## src/rtl/vram_arbiter.sv

```systemverilog
// vram_arbiter: shares a single-ported VRAM between GPU pixel fetch and
// buffered CPU writes, scheduled by the video timing counters.
//
// Ports:
//   clk, rst_n            pixel clock, async active-low reset
//   hcounter, vcounter    video timing position
//   gpu_req/addr/gnt      fetch request, address, combinational grant
//   gpu_rvalid/rdata      read return, two cycles after grant
//   cpu_wr_valid/addr/data/ready  CPU write offer into the FIFO
//   vram_addr/wdata/we    registered VRAM command
//   vram_rdata            VRAM synchronous read data
//   fifo_level            CPU write FIFO occupancy
//   cpu_stall_cnt         saturating count of refused CPU write cycles
module vram_arbiter #(
    parameter int AW       = 15,
    parameter int DW       = 8,
    parameter int DEPTH    = 4,
    parameter int H_ACTIVE = 320,
    parameter int V_ACTIVE = 480,
    parameter int H_TOTAL  = 400,
    parameter int PREFETCH = 8
) (
    input  logic                     clk,
    input  logic                     rst_n,
    input  logic [9:0]               hcounter,
    input  logic [9:0]               vcounter,
    input  logic                     gpu_req,
    input  logic [AW-1:0]            gpu_addr,
    output logic                     gpu_gnt,
    output logic                     gpu_rvalid,
    output logic [DW-1:0]            gpu_rdata,
    input  logic                     cpu_wr_valid,
    input  logic [AW-1:0]            cpu_wr_addr,
    input  logic [DW-1:0]            cpu_wr_data,
    output logic                     cpu_wr_ready,
    output logic [AW-1:0]            vram_addr,
    output logic [DW-1:0]            vram_wdata,
    output logic                     vram_we,
    input  logic [DW-1:0]            vram_rdata,
    output logic [$clog2(DEPTH):0]   fifo_level,
    output logic [15:0]              cpu_stall_cnt
);

    localparam int PW = $clog2(DEPTH);
    localparam int LW = PW + 1;

    localparam logic [9:0]    H_ACT  = 10'(H_ACTIVE);
    localparam logic [9:0]    V_ACT  = 10'(V_ACTIVE);
    localparam logic [9:0]    H_OPEN = 10'(H_TOTAL - PREFETCH);
    localparam bit            PF_EN  = (PREFETCH != 0);
    localparam logic [LW-1:0] FULL   = LW'(DEPTH);
    localparam logic [LW-1:0] L_ONE  = LW'(1);
    localparam logic [PW-1:0] P_ONE  = PW'(1);

    typedef enum logic {
        ST_BLANK = 1'b0,
        ST_FETCH = 1'b1
    } phase_t;

    phase_t phase;

    logic [AW-1:0] q_addr [DEPTH];
    logic [DW-1:0] q_data [DEPTH];
    logic [PW-1:0] wptr;
    logic [PW-1:0] rptr;

    logic win;
    logic fifo_empty;
    logic push;
    logic pop;
    logic rd_pend;

    // Phase is not needed by the arbitration path; it is kept visible for debug.
    logic phase_unused;
    assign phase_unused = (phase == ST_FETCH);

    // Fetch window: active lines, active pixels plus the prefetch run-in
    // at the end of the previous line.
    assign win = (vcounter < V_ACT) &&
                 ((hcounter < H_ACT) || (PF_EN && (hcounter >= H_OPEN)));

    always_comb begin
        fifo_empty   = (fifo_level == '0);
        cpu_wr_ready = (fifo_level != FULL);
        push         = cpu_wr_valid && cpu_wr_ready;
        gpu_gnt      = 1'b0;
        pop          = 1'b0;
        if (win) begin
            // GPU owns the port; CPU drains only in idle fetch cycles.
            gpu_gnt = gpu_req;
            pop     = !fifo_empty && !gpu_req;
        end else begin
            // Blanking: pending CPU writes take precedence.
            gpu_gnt = gpu_req && fifo_empty;
            pop     = !fifo_empty;
        end
    end

    always_ff @(posedge clk) begin
        if (push) begin
            q_addr[wptr] <= cpu_wr_addr;
            q_data[wptr] <= cpu_wr_data;
        end
    end

    always_ff @(posedge clk or negedge rst_n) begin
        if (!rst_n) begin
            phase         <= ST_BLANK;
            wptr          <= '0;
            rptr          <= '0;
            fifo_level    <= '0;
            vram_addr     <= '0;
            vram_wdata    <= '0;
            vram_we       <= 1'b0;
            rd_pend       <= 1'b0;
            gpu_rvalid    <= 1'b0;
            gpu_rdata     <= '0;
            cpu_stall_cnt <= '0;
        end else begin
            phase <= win ? ST_FETCH : ST_BLANK;

            if (push) wptr <= wptr + P_ONE;
            if (pop)  rptr <= rptr + P_ONE;

            case ({push, pop})
                2'b10:   fifo_level <= fifo_level + L_ONE;
                2'b01:   fifo_level <= fifo_level - L_ONE;
                default: fifo_level <= fifo_level;
            endcase

            // pop and gpu_gnt are mutually exclusive by construction.
            vram_we <= pop;
            if (pop) begin
                vram_addr  <= q_addr[rptr];
                vram_wdata <= q_data[rptr];
            end else if (gpu_gnt) begin
                vram_addr  <= gpu_addr;
            end

            rd_pend    <= gpu_gnt;
            gpu_rvalid <= rd_pend;
            gpu_rdata  <= vram_rdata;

            if (cpu_wr_valid && !cpu_wr_ready &&
                (cpu_stall_cnt != 16'hFFFF)) begin
                cpu_stall_cnt <= cpu_stall_cnt + 16'd1;
            end
        end
    end

endmodule

```

## config.mk

```make
export PLATFORM = sky130hd
export DESIGN_NAME = vram_arbiter
export DESIGN_NICKNAME = d
export VERILOG_FILES = /design/src/rtl/vram_arbiter.sv
export SDC_FILE = /design/constraint.sdc
export NUM_CORES = 1
export LEC_CHECK = 0
export ABC_AREA = 1
export BUFFER_PORTS_ARGS = -buffer_cell sky130_fd_sc_hd__buf_4
export CORE_UTILIZATION = 52
export CTS_CLUSTER_SIZE = 12
export DETAILED_ROUTE_END_ITERATION = 12
export HOLD_SLACK_MARGIN = 0.1
export PLACE_DENSITY = 0.76
export SLEW_MARGIN = 20
export SYNTH_ARGS = -nofsm -noshare
export SYNTH_HDL_FRONTEND = slang
export SYNTH_SLANG_ARGS = --single-unit
```

## constraint.sdc

```tcl
create_clock -name clk -period 2.6 [get_ports clk]
set_input_delay 0.39 -clock clk [delete_from_list [all_inputs] [get_ports clk]]
set_output_delay 0.39 -clock clk [all_outputs]
set_load 0.01 [all_outputs]
```

==> reports/metrics.csv <==
stage,metric,value,unit
cts,clk_lat worst skew,420,ps
global_routing,global-route wire length before repair,22200,um
global_routing,initial antenna violation count,0,
synth,Yosys Warn Count,0,
floorplanning,io pins,124,
cts,clk buf depth,2,
timing,final setup vio count,0,
floorplanning,core box area,12000,sq um
timing,Slew headroom,0.515,
floorplanning,die extent in y,113,um
placement,area of placed instances,7400,sq um
final_layout,share of cells above drive strength 1,0.251,
placement,IO buf count,115,
final_layout,"leading cell type in the layout, fill and taps excluded",nand2_1,
worst_hold_path,Hold Path Class,in -> reg,
worst_setup_path,crit path capture type,primary output,
timing,final cycle utilization of the critical path,0.934,
floorplanning,Initial Util,0.531,
global_routing,grt ovf,0,
cts,CTS Sinks,149,
final_layout,Layout fillers,896,
cts,H-tree depth,4,
global_routing,GRT Resource Usage Total,0.233,
worst_setup_path,Critical Path End,gpu_gnt,
synth,"Seq/Total Area, Yosys",0.659,
timing,Fmax achieved,412,MHz
cts,Worst-path clk slew,60,ps
detailed_routing,final wirelength,13600,um
synth,flip-flop and latch count after synthesis,149,
detailed_routing,# DRC,0,
detailed_routing,via count,4639,
synth,"Cell Area, Synth",6350,sq um
timing,final worst clock skew,9.25,ps
power,worst vdd ir,0.626,mV
timing,worst slew pin tran,728,ps
cts,CTS Buf Count,17,
detailed_routing,ANT nets after route,0,
final_layout,Layout Utilization,0.674,
final_layout,post-route cell area,8060,sq um
final_layout,Area Overhead vs Synth,26.9,%
floorplanning,Die Wd,113,um
detailed_routing,first-pass iteration count of the detailed router,5,
timing,Final Worst Setup Slack,171,ps
detailed_routing,WL/cell,15.2,um
final_layout,nets,814,
cts,Post-CTS Setup Bufs,0,
worst_setup_path,WP data required,2210,ps
synth,Syn Nets,680,
timing,Tmin final,2430,ps
floorplanning,die area,12700,sq um
final_layout,"commonest non-fill, non-tap cells in the layout","198 x nand2_1, 130 x buf_4, 92 x edfxtp_1",
power,LEAKAGE,3.56,nW
flow_run,maxcap violations,0,
cts,root buf cell,clkbuf_16,
worst_setup_path,CP Launch Point,fifo_level[1]$_DFFE_PN0P_,
worst_setup_path,critical path arrival,2040,ps
synth,Post-Syn Instances,603,
placement,"worst slack, placed",487,ps
placement,Detail Placement HPWL,8910,um
detailed_routing,DRT iter0 DRCs,309,
final_layout,ant diodes,0,
global_routing,vias in the first global route,4567,
cts,CTS tree,done,
floorplanning,FP Rows,40,
power,pwr dens,1100,nW/um^2
worst_setup_path,CP Max Fanout,25,
timing,fin. max-slew vios,0,
placement,GPL Wtd Cong,0.846,
run_status,status,"complete, no violations",
cts,PostCTS Resize Cnt,0,
worst_setup_path,Crit Path Category,reg -> out,
synth,Synth Area per Inst,10.5,sq um
worst_setup_path,worst r2r dst,fifo_level[2]$_DFFE_PN0P_,
detailed_routing,Vias/cell,5.17,
timing,Hold Fails Final Rpt,0,
synth,"Distinct cells, synth",31,
global_routing,pin count of the biggest net entering global routing,58,
timing,setup TNS,0,ps
timing,RSZ-0062 raised after global routing,no,
worst_setup_path,r2r setup slk,500,ps
worst_setup_path,RR Startpoint,fifo_level[2]$_DFFE_PN0P_,
worst_setup_path,Worst Reg-to-Reg Cells,10,
worst_setup_path,startpoint types,flop,
-- power breakdown --
part / internal [mW] / switching (mW)
Sequential: 3.17 / 0.325
Clock: 1.40 / 0.923
Combinational: 1.17 / 1.88
Total: 5.75 / 3.12
-- metrics by stage --
stage / hold slack (ps) / power [mW] / std cells
CTS: 153 / 8.92 / 897
finish: 168 / 8.87 / 897
floorplan: 94.4 / 5.36 / 603
global placement: 338 / 6.47 / 856
detailed placement: 348 / 6.57 / 856
global route: 157 / 9.41 / 897
-- area by class of cell --
cell class / count / area (sq um) / share of cell area
Timing Repair Buffer: 140 / 1090 / 0.135
Inverter: 43 / 161 / 0.0200
Tap cell: 147 / 184 / 0.0228
Clock inverter: 13 / 136 / 0.0169
Sequential cell: 149 / 4190 / 0.520
Clock buffer: 19 / 433 / 0.0537
Multi-Input combinational cell: 386 / 1870 / 0.232
-- synthesized netlist by cell type --
| cell type | instances | area (sq um) |
|---|---|---|
| inv_2 | 2 | 7.51 |
| o21ai_2 | 7 | 61.3 |
| buf_6 | 3 | 33.8 |
| xnor2_1 | 2 | 17.5 |
| nor3_2 | 1 | 10.0 |
| xor2_1 | 12 | 105 |
| nor3_1 | 3 | 15.0 |
| nand2_1 | 198 | 743 |
| inv_1 | 41 | 154 |
| nand3b_2 | 1 | 11.3 |
| nand2_2 | 5 | 31.3 |
| o21ai_1 | 2 | 10.0 |
| ha_1 | 6 | 75.1 |
| nor2_2 | 2 | 12.5 |
| fa_1 | 1 | 20.0 |
| nand4_1 | 5 | 31.3 |
| clkbuf_1 | 8 | 30.0 |
| nor3_4 | 1 | 16.3 |
| a21oi_1 | 2 | 10.0 |
| nor2_1 | 38 | 143 |
| nand3_1 | 55 | 275 |
| edfxtp_1 | 92 | 2760 |
| buf_4 | 3 | 22.5 |
| buf_2 | 11 | 55.1 |
| o21ai_0 | 31 | 155 |
| dfrtp_1 | 57 | 1430 |
| o22ai_1 | 8 | 50.1 |
| nand3_2 | 2 | 20.0 |
| a21oi_4 | 2 | 32.5 |
| o21a_2 | 1 | 8.76 |
| nand3b_1 | 1 | 7.51 |
-- per-layer routing --
| layer | wire, um | GRT usage | vias to the layer above |
|---|---|---|---|
| met2 | 6820 | 0.391 | 149 |
| met5 | 0 | 0 | - |
| li1 | - | - | 2270 |
| met3 | 730 | 0.0572 | 20 |
| met4 | 247 | 0.110 | 0 |
| met1 | 5850 | 0.287 | 2200 |
-- critical path: stages (launching register included) --
cell and delay, ps:
dfrtp_1 410, nor2_2 190, nand2_2 120, inv_2 270
a21oi_4 70, buf_4 250, nor2_1 170, buf_4 140
-- state kept, by name, summed over array words and instances (netlist names) --
name / flops
cpu_stall_cnt: 16
gpu_rdata: 8
gpu_rvalid: 1
rd_pend: 1
vram_addr: 15
rptr: 2
vram_wdata: 8
vram_we: 1
q_addr: 60
wptr: 2
q_data: 32
fifo_level: 3
-- how the worst min path moves through the flow --
stage,endpoint,slack [ps],startpoint,depth (start not counted)
2_1_floorplan,cpu_stall_cnt[0]$_DFFE_PN0P_,90,rst_n,0
3_3_place_gp,gpu_rvalid$_DFF_PN0_,340,rd_pend$_DFF_PN0_,0
3_5_place_dp,gpu_rvalid$_DFF_PN0_,350,rd_pend$_DFF_PN0_,0
4_1_cts,q_addr[1][5]$_DFFE_PP_,150,cpu_wr_addr[5],1
5_1_grt,q_addr[1][6]$_DFFE_PP_,160,cpu_wr_addr[6],1
6_report,q_addr[0][6]$_DFFE_PP_,170,cpu_wr_addr[6],1
-- cell families after synthesis --
kind of cell	count (synthesis)	synth area share
adder cells (fa/ha/maj)	7	0.0150
buffers and inverters	68	0.0477
AND/OR/NAND/NOR	312	0.207
AO/OA/AOI/OAI	53	0.0516
flip-flops	149	0.659
XOR/XNOR	14	0.0193
-- what timing repair did --
item / in CTS / in global routing
endpoints found under the setup margin: 0 / 0
hold buffers: 9 / 0
endpoints found under the hold margin: 65 / 0
No activity file was read; power rests on OpenSTA's default activity.
